`src/rtl/pipeline_pkg.sv`:
```
// Shared front-end pipeline definitions: fetch FSM encoding, the canonical NOP
// and a word-alignment helper for redirect targets.
package pipeline_pkg;

  typedef enum logic [1:0] {
    IDLE   = 2'd0,
    FETCH  = 2'd1,
    HOLD   = 2'd2,
    SQUASH = 2'd3
  } fetch_state_t;

  localparam logic [31:0] INSTR_NOP = 32'h0000_0013;

  // Redirect targets are forced onto a word boundary; the caller truncates to PC_W.
  function automatic logic [31:0] word_align(input logic [31:0] addr);
    return {addr[31:2], 2'b00};
  endfunction

endpackage

```
`src/rtl/pc_fetch_sequencer_if.sv`:
```
// Instruction-memory request/ack bus between the fetch sequencer (master)
// and instruction memory (slave).
interface pc_fetch_sequencer_if #(
  parameter int PC_W = 9
) ();

  logic            req;
  logic [PC_W-1:0] addr;
  logic            ack;
  logic [31:0]     rdata;

  modport master (
    output req,
    output addr,
    input  ack,
    input  rdata
  );

  modport slave (
    input  req,
    input  addr,
    output ack,
    output rdata
  );

endinterface

```
`src/rtl/fetch_skid_buf.sv`:
```
// One-entry holding register for a fetched word that arrives while the
// IF/ID output is stalled and already occupied.
module fetch_skid_buf #(
  parameter int PC_W = 9
) (
  input  logic            clk,
  input  logic            reset,
  input  logic            load,
  input  logic            drain,
  input  logic [PC_W-1:0] load_pc,
  input  logic [31:0]     load_instr,
  output logic            valid,
  output logic [PC_W-1:0] pc,
  output logic [31:0]     instr
);

  logic            valid_reg;
  logic [PC_W-1:0] pc_reg;
  logic [31:0]     instr_reg;

  // Load wins over drain so a same-cycle refill is never lost.
  always_ff @(posedge clk) begin
    if (!reset) begin
      valid_reg <= 1'b0;
      pc_reg    <= '0;
      instr_reg <= '0;
    end else if (load) begin
      valid_reg <= 1'b1;
      pc_reg    <= load_pc;
      instr_reg <= load_instr;
    end else if (drain) begin
      valid_reg <= 1'b0;
    end
  end

  assign valid = valid_reg;
  assign pc    = pc_reg;
  assign instr = instr_reg;

endmodule

```
`src/rtl/pc_fetch_sequencer.sv`:
```
// Front-end fetch sequencer: owns the PC, runs the imem req/ack handshake,
// presents fetched words to IF/ID and flushes the pipeline on taken redirects.
module pc_fetch_sequencer
  import pipeline_pkg::*;
#(
  parameter int              PC_W     = 9,
  parameter logic [PC_W-1:0] RESET_PC = '0
) (
  input  logic                        clk,
  input  logic                        reset,
  input  logic                        stall,
  input  logic                        PcSel,
  input  logic [31:0]                 BrPC,
  pc_fetch_sequencer_if.master        imem,
  output logic                        if_valid,
  output logic [PC_W-1:0]             if_pc,
  output logic [31:0]                 if_instr,
  output logic                        flush_ifid,
  output logic                        flush_idex,
  output logic                        misalign_err
);

  localparam logic [PC_W-1:0] PC_STEP = PC_W'(4);

  fetch_state_t    state_reg, state_next;
  logic [PC_W-1:0] pc_reg, pc_next;
  logic [PC_W-1:0] addr_reg, addr_next;
  logic            req_reg, req_next;
  logic            if_valid_reg, if_valid_next;
  logic [PC_W-1:0] if_pc_reg, if_pc_next;
  logic [31:0]     if_instr_reg, if_instr_next;
  logic            misalign_reg, misalign_next;

  logic [31:0]     target_word;
  logic [PC_W-1:0] target_pc;
  logic            unused_target_hi;
  logic            ack_live;
  logic            skid_load, skid_drain, skid_valid;
  logic [PC_W-1:0] skid_pc;
  logic [31:0]     skid_instr;

  assign target_word      = word_align(BrPC);
  assign target_pc        = target_word[PC_W-1:0];
  assign unused_target_hi = ^target_word[31:PC_W];

  // An ack only counts against a request we are actually holding; strays are ignored.
  assign ack_live = req_reg & imem.ack;

  fetch_skid_buf #(
    .PC_W(PC_W)
  ) u_skid (
    .clk        (clk),
    .reset      (reset),
    .load       (skid_load),
    .drain      (skid_drain),
    .load_pc    (pc_reg),
    .load_instr (imem.rdata),
    .valid      (skid_valid),
    .pc         (skid_pc),
    .instr      (skid_instr)
  );

  always_ff @(posedge clk) begin
    if (!reset) begin
      state_reg <= IDLE;
    end else begin
      state_reg <= state_next;
    end
  end

  always_comb begin
    state_next = state_reg;
    case (state_reg)
      IDLE: state_next = FETCH;
      FETCH: begin
        if (PcSel) begin
          // Without an ack the old request is still in flight and must be drained.
          state_next = ack_live ? FETCH : SQUASH;
        end else if (ack_live && stall) begin
          state_next = HOLD;
        end
      end
      HOLD: begin
        if (PcSel || !stall) begin
          state_next = FETCH;
        end
      end
      SQUASH: begin
        if (ack_live) begin
          state_next = FETCH;
        end
      end
      default: state_next = IDLE;
    endcase
  end

  always_comb begin
    pc_next       = pc_reg;
    if_valid_next = if_valid_reg;
    if_pc_next    = if_pc_reg;
    if_instr_next = if_instr_reg;
    skid_load     = 1'b0;
    skid_drain    = 1'b0;
    misalign_next = misalign_reg | (PcSel & (BrPC[1:0] != 2'b00));

    case (state_reg)
      FETCH: begin
        if (ack_live) begin
          pc_next = pc_reg + PC_STEP;
          if (!stall || !if_valid_reg) begin
            if_valid_next = 1'b1;
            if_pc_next    = pc_reg;
            if_instr_next = imem.rdata;
          end else begin
            skid_load = 1'b1;
          end
        end else if (!stall) begin
          // The presented word is consumed this edge and nothing replaces it.
          if_valid_next = 1'b0;
        end
      end
      HOLD: begin
        if (!stall) begin
          skid_drain    = 1'b1;
          if_valid_next = skid_valid;
          if (skid_valid) begin
            if_pc_next    = skid_pc;
            if_instr_next = skid_instr;
          end
        end
      end
      default: ;
    endcase

    // Redirect overrides everything below reset: wrong-path words are discarded.
    if (PcSel) begin
      pc_next       = target_pc;
      if_valid_next = 1'b0;
      skid_load     = 1'b0;
      skid_drain    = 1'b1;
    end

    req_next  = (state_next == FETCH) || (state_next == SQUASH);
    addr_next = (state_next == SQUASH) ? addr_reg : pc_next;
  end

  always_ff @(posedge clk) begin
    if (!reset) begin
      pc_reg       <= RESET_PC;
      addr_reg     <= RESET_PC;
      req_reg      <= 1'b0;
      if_valid_reg <= 1'b0;
      if_pc_reg    <= '0;
      if_instr_reg <= '0;
      misalign_reg <= 1'b0;
    end else begin
      pc_reg       <= pc_next;
      addr_reg     <= addr_next;
      req_reg      <= req_next;
      if_valid_reg <= if_valid_next;
      if_pc_reg    <= if_pc_next;
      if_instr_reg <= if_instr_next;
      misalign_reg <= misalign_next;
    end
  end

  assign imem.req     = req_reg;
  assign imem.addr    = addr_reg;
  assign if_valid     = if_valid_reg;
  assign if_pc        = if_pc_reg;
  assign if_instr     = if_instr_reg;
  assign misalign_err = misalign_reg;
  assign flush_ifid   = PcSel & reset;
  assign flush_idex   = PcSel & reset;

endmodule

```
`src/flat_wrapper.sv`:
```
// flat-port wrapper written by rule: the top's interface ports become plain ports
module pc_fetch_sequencer_flat import pipeline_pkg::*;
#(
  parameter int              PC_W     = 9,
  parameter logic [PC_W-1:0] RESET_PC = '0
)
  (clk, reset, stall, PcSel, BrPC, if_valid, if_pc, if_instr, flush_ifid, flush_idex, misalign_err, imem_req, imem_addr, imem_ack, imem_rdata);
  pc_fetch_sequencer_if #(.PC_W(PC_W)) imem_i ();
  input  logic clk;
  input  logic reset;
  input  logic stall;
  input  logic PcSel;
  input  logic [31:0] BrPC;
  output logic if_valid;
  output logic [PC_W-1:0] if_pc;
  output logic [31:0] if_instr;
  output logic flush_ifid;
  output logic flush_idex;
  output logic misalign_err;
  output wire logic [$bits(imem_i.req)-1:0] imem_req;
  output wire logic [$bits(imem_i.addr)-1:0] imem_addr;
  input wire logic [$bits(imem_i.ack)-1:0] imem_ack;
  input wire logic [$bits(imem_i.rdata)-1:0] imem_rdata;
  assign imem_req = imem_i.req;
  assign imem_addr = imem_i.addr;
  assign imem_i.ack = imem_ack;
  assign imem_i.rdata = imem_rdata;
  pc_fetch_sequencer #(.PC_W(PC_W), .RESET_PC(RESET_PC)) u_core (.clk(clk), .reset(reset), .stall(stall), .PcSel(PcSel), .BrPC(BrPC), .imem(imem_i), .if_valid(if_valid), .if_pc(if_pc), .if_instr(if_instr), .flush_ifid(flush_ifid), .flush_idex(flush_idex), .misalign_err(misalign_err));
endmodule
```
`config.mk`:
```
export PLATFORM = sky130hd
export DESIGN_NAME = pc_fetch_sequencer_flat
export DESIGN_NICKNAME = d
export VERILOG_FILES = /design/src/rtl/pipeline_pkg.sv /design/src/rtl/pc_fetch_sequencer_if.sv /design/src/rtl/fetch_skid_buf.sv /design/src/rtl/pc_fetch_sequencer.sv /design/src/flat_wrapper.sv
export SDC_FILE = /design/constraint.sdc
export NUM_CORES = 1
export LEC_CHECK = 0
export ABC_AREA = 1
export BUFFER_PORTS_ARGS = -buffer_cell sky130_fd_sc_hd__buf_2
export CAP_MARGIN = 10
export CORE_ASPECT_RATIO = 1.4
export CORE_MARGIN = 2
export CORE_UTILIZATION = 52
export CTS_CLUSTER_DIAMETER = 120
export DETAILED_ROUTE_END_ITERATION = 10
export GPL_ROUTABILITY_DRIVEN = 0
export PLACE_DENSITY_LB_ADDON = 0.1
export SLEW_MARGIN = 15
export SYNTH_ARGS = -nofsm -noshare
export SYNTH_HDL_FRONTEND = slang
export SYNTH_SLANG_ARGS = --single-unit
```
`constraint.sdc`:
```
create_clock -name clk -period 1.9 [get_ports clk]
set_clock_uncertainty 0.15 [all_clocks]
set_input_delay 0.19 -clock clk [delete_from_list [all_inputs] [get_ports clk]]
set_output_delay 0.19 -clock clk [all_outputs]
set_load 0.01 [all_outputs]
```
==> reports/qor.yml, run 1 <==
hold_class: "in -> reg"
fillCellCount: 754
hold_depth: 3
routed_wl_um: 10260
clk_latency_ps: 340
grt_pass1_wl_um: 16950
initial_utilization: 0.5391
final_max_slew_viol_count: 0
via_per_inst: 5.102
overflow: 0
clock-sinks: 105
synth_area_leaders: "dfxtp_1 (48%), o21ai_0 (15%), nor2_1 (9.3%)"
fin_tns_setup_ps: 0
leakagePower_nw: 2.494
dr.first_iter.drc_count: 285
io_pins: 124
crit_arrival_ps: 1810
cts.clk_slew.worst_paths_ps: 70
syn_nets: 684
ys_top_cells_by_count: "o21ai_0 (129), nor2_1 (109), dfxtp_1 (105), inv_1 (70), nand2_1 (70)"
vias: 4168
synthFlopType: "dfxtp_1"
drive_above_1_share: 0.2000
synth_seq_area_share: 0.4757
rows: 39
cts_buffers: 9
netlist_area_um2: 4419
post_cts_buffers: 0
critPathLaunchType: "register"
ant_nets: 0
crit_type: "reg -> reg"
synthCells: 614
coreArea_um2: 8198
dp_hpwl_um: 6857
ys.warnings.count: 0
outcome: "finished, final reports clean"
ys_ff_latch: 105
synth_cell_types: 27
reg2reg_slack_ps: 170
cts_tree: "built"
min_period_ps: 1729
drc: 0
dr.pass1.iters: 4
diodes: 0
rr_worst_depth: 8
hold_viol: 0
ir_worst_vdd_v: 0.0007584
die-area_um2: 9262
grt_max_degree: 82
p_per_area_nw_per_um2: 914.3
worstPathRequired_ps: 1980
synth_largest_area_cell: "dfxtp_1"
cts_root_buf: "clkbuf_16"
grt_use_total: 0.2328
fmax_mhz: 578.3
async_reset_ff_frac: 0
cts_buffer_depth: 2
avgRoutedWirePerCell_um: 12.56
synth_top_area_frac: 0.4757
die_y_um: 113.1
maxCapViolCount: 0
fin_crit_sh: 0.9101
worst_setup_path_end_kind: "register"
relSlewSlack: 0.6069
synth.avg_cell_area_um2: 7.197
yosysMostFrequentCell: "o21ai_0"
cp_max_fo: 68
antenna_found_initial: 0
grt_pass1_vias: 3848
fin_nets: 780
hold_slack_ps: 3.209
worstMarginPinSlew_ps: 587.0
port_buffers: 100
fp.dieW_um: 81.91
area_delta_synth_final_pct: 22.59
h-tree-depth: 3
setup_viol: 0
synth_edf_count: 0
layout by cell type (no fill, tap or decap), types with 2 or more instances in the layout:
cell type / n
a21oi_1: 48
buf_12: 5
buf_2: 100
buf_4: 8
clkbuf_16: 9
clkbuf_8: 2
dfxtp_1: 104
dlygate4sd3_1: 11
inv_1: 70
inv_2: 3
inv_6: 3
nand2_1: 70
nand3_1: 14
nand3b_1: 2
nand4_1: 2
nor2_1: 109
nor2_2: 2
o211ai_1: 3
o21ai_0: 129
o21ai_1: 7
or2_2: 2
critical path, stage by stage (launching register included):
cell and delay [ps]:
dfxtp_1 370, inv_2 90, nand2_2 90, nor2_2 50, nand3_2 90, buf_12 260, clkinv_2 240, o21ai_0 210
a21oi_1 60
power by group:
group          internal, mW  switching (mW)  total (mW)
Sequential             2.31          0.0581        2.36
Clock                  1.12           0.848        1.97
Combinational         0.258           0.366       0.624
Total                  3.68            1.27        4.95
final cells by class:
cell class | instances | area (um2) | area share
Clock buffer | 11 | 252.7 | 0.04665
Clock inverter | 5 | 67.56 | 0.01247
Inverter | 75 | 282.8 | 0.05219
Multi-Input combinational cell | 395 | 1813 | 0.3346
Sequential cell | 105 | 2103 | 0.3882
Tap cell | 102 | 127.6 | 0.02356
Timing Repair Buffer | 124 | 770.7 | 0.1423
path summary, 6_finish.rpt:
| kind | startpoint | end |
|---|---|---|
| max | u_core.state_reg[1] | u_core.u_skid.pc[8] |
| min | imem_rdata[21] | u_core.u_skid.instr[21] |
| max reg2reg | u_core.state_reg[1] | u_core.u_skid.pc[8] |
| min reg2reg | u_core.u_skid.instr[13] | u_core.u_skid.instr[13] |
logic make-up (layout without fill, tap and decap cells):
logic type / Yosys count / after routing / share of synthesized area
AND/OR/NAND/NOR: 205 / 205 / 0.1888
AO/OA/AOI/OAI: 189 / 189 / 0.2166
buffers and inverters: 114 / 215 / 0.1161
flip-flops: 105 / 105 / 0.4757
adder cells (fa/ha/maj): 1 / 1 / 0.002831
metal layers:
metal | routed length (um) | global-route usage
met1 | 4306 | 0.2670
met2 | 5186 | 0.4038
met3 | 495 | 0.03828
met4 | 274 | 0.1222
met5 | 0 | 0
timing repair:
| item | in CTS | in global routing |
|---|---|---|
| hold endpoints to repair | 10 | 0 |
| hold buffers | 11 | 0 |
| setup endpoints to repair | 0 | 21 |
| gates resized for setup | 0 | 3 |
metrics by stage:
stage                     power [mW]  setup slack [ps]  std cells  utilization  instance area [um2]
final                          4.953             170.9        817       0.6609                 5418
after global routing           5.168           -0.9559        817       0.6609                 5418
after CTS                      4.980             84.51        817       0.6596                 5408
after detailed placement       3.019             124.0        790       0.6071                 4977
after global placement         3.000             172.8        790       0.6071                 4977
after floorplan                2.776             371.9        614            -                 4419
No activity file was read; power rests on OpenSTA's default activity.
==> run 2: changes to the inputs <==
--- a/config.mk
+++ b/config.mk
@@ -10,11 +10,12 @@
 export CAP_MARGIN = 10
 export CORE_ASPECT_RATIO = 1.4
 export CORE_MARGIN = 2
-export CORE_UTILIZATION = 52
+export CORE_UTILIZATION = 45
 export CTS_CLUSTER_DIAMETER = 120
 export DETAILED_ROUTE_END_ITERATION = 10
 export GPL_ROUTABILITY_DRIVEN = 0
 export PLACE_DENSITY_LB_ADDON = 0.1
+export RECOVER_POWER = 50
 export SLEW_MARGIN = 15
 export SYNTH_ARGS = -nofsm -noshare
 export SYNTH_HDL_FRONTEND = slang
==> reports/qor.yml, run 2 (synthesis results as in run 1) <==
cts.clk_slew.worst_paths_ps: 60
power_frac_seq: 0.486
initial_utilization: 0.4646
routed_wl_um: 10460
ant_nets: 0
cts_root_buf: "clkbuf_16"
via_per_inst: 4.926
cp_max_fo: 68
power.internal_mw: 3.669
critPathLaunchType: "register"
worstPathRequired_ps: 1980
fin_tns_setup_ps: 0
area_delta_synth_final_pct: 21.94
rows: 42
fin_nets: 783
leakagePower_nw: 2.286
seqCellArea_um2: 2103
crit_arrival_ps: 1790
outcome: "finished, final reports clean"
ir_worst_vdd_v: 0.0004738
multi_input_area_um2: 1813
antenna_found_initial: 0
cts_buffer_depth: 2
gr-usage-met3: 0.04150
switching_power_mw: 1.199
dr.pass1.iters: 4
grt_max_degree: 85
p_per_area_nw_per_um2: 903.3
fp.dieW_um: 87.76
vias: 4187
h-tree-depth: 3
coreArea_um2: 9512
drive_above_1_share: 0.1212
cts_buffers: 9
avgRoutedWirePerCell_um: 12.31
met2_usage: 0.3613
crit_type: "reg -> reg"
combPwrFrac: 0.123
hold_class: "in -> reg"
die-area_um2: 10640
maxCapViolCount: 0
clock-sinks: 105
fin_crit_sh: 0.9023
port_buffers: 100
overflow: 0
relSlewSlack: 0.4901
die_y_um: 121.3
final_common_cell: "o21ai_0"
dr.first_iter.drc_count: 186
post_cts_buffers: 0
diodes: 0
fmax_mhz: 583.3
grt_pass1_wl_um: 16620
hold_viol: 0
postLayoutCoreUtil: 0.5666
p_sw_frac: 0.2462
grt_use_total: 0.1987
final_max_slew_viol_count: 0
dp_hpwl_um: 7023
io_pins: 124
fillCellCount: 978
grtUsageMet1: 0.2251
clk_latency_ps: 340
top_usage_layer: "met2"
worstMarginPinSlew_ps: 764.8
setup_viol: 0
min_period_ps: 1714
worst_setup_path_end_kind: "register"
layout_common_cells: "o21ai_0 (130), nor2_1 (109), dfxtp_1 (104), nand2_1 (70), inv_1 (70)"
drc: 0
clock_power_share: 0.391
rsz0062_at_grt: "no"
cts_tree: "built"
grt_pass1_vias: 3683
run 2: changes by cell type in the layout (fill, tap and decap cells not counted), sizes merged:
cell,delta
inv,-4
dlygate4sd3,+4
clkbuf,+57
clkinv,+1
buf,-55
run 2: path summary, 6_finish.rpt:
check	start	slack, ps	endpoint	cells after the start
max	u_core.state_reg[1]	190	u_core.u_skid.pc[4]	8
min	imem_rdata[28]	10	u_core.u_skid.instr[28]	3
max reg2reg	u_core.state_reg[1]	190	u_core.u_skid.pc[4]	8
min reg2reg	u_core.u_skid.instr[29]	300	u_core.u_skid.instr[29]	2
run 2: power groups by stage:
| stage | combinational [mW] | sequential [mW] | clock, mW |
|---|---|---|---|
| detailed placement | 0.604 | 2.41 | 0 |
| finish | 0.598 | 2.37 | 1.90 |
| CTS | 0.631 | 2.36 | 1.95 |
| floorplan | 0.323 | 2.45 | 0 |
| global route | 0.682 | 2.38 | 2.04 |
| global placement | 0.590 | 2.41 | 0 |
run 2: final cells by class:
cell class | count | area share
Clock buffer | 14 | 0.05085
Clock inverter | 2 | 0.006501
Inverter | 75 | 0.05247
Multi-Input combinational cell | 395 | 0.3364
Sequential cell | 105 | 0.3903
Tap cell | 132 | 0.03065
Timing Repair Buffer | 127 | 0.1328
run 2: metrics by stage:
| step | setup slack (ps) | total power [mW] | hold WS, ps | std cells | instance area, um2 |
|---|---|---|---|---|---|
| final | 185.6 | 4.868 | 13.00 | 850 | 5389 |
| after floorplan | 371.9 | 2.776 | 169.7 | 614 | 4419 |
| after global placement | 134.2 | 3.003 | 279.3 | 819 | 4995 |
| after CTS | 60.46 | 4.946 | 3.214 | 850 | 5454 |
| after detailed placement | 83.93 | 3.019 | 285.2 | 819 | 4995 |
| after global routing | 4.287 | 5.103 | 20.86 | 850 | 5389 |
run 2: metal layers:
layer	vias to the layer above	share of wire
met4	0	0.013
met1	1934	0.42
met3	10	0.041
li1	2162	-
met2	81	0.53
met5	-	0
run 2: critical path, cell delays in order (launching register included):
cell      delay, ps
dfxtp_1         370
inv_2            90
nand2_2          90
nor2_2           50
nand3_2          70
buf_12          270
clkinv_2        240
o21ai_0         210
a21oi_1          60
run 2: repair_timing:
item,CTS,global route
hold buffers,15,0
endpoints found under the hold margin,14,0
endpoints found under the setup margin,0,47
resized for setup,0,4
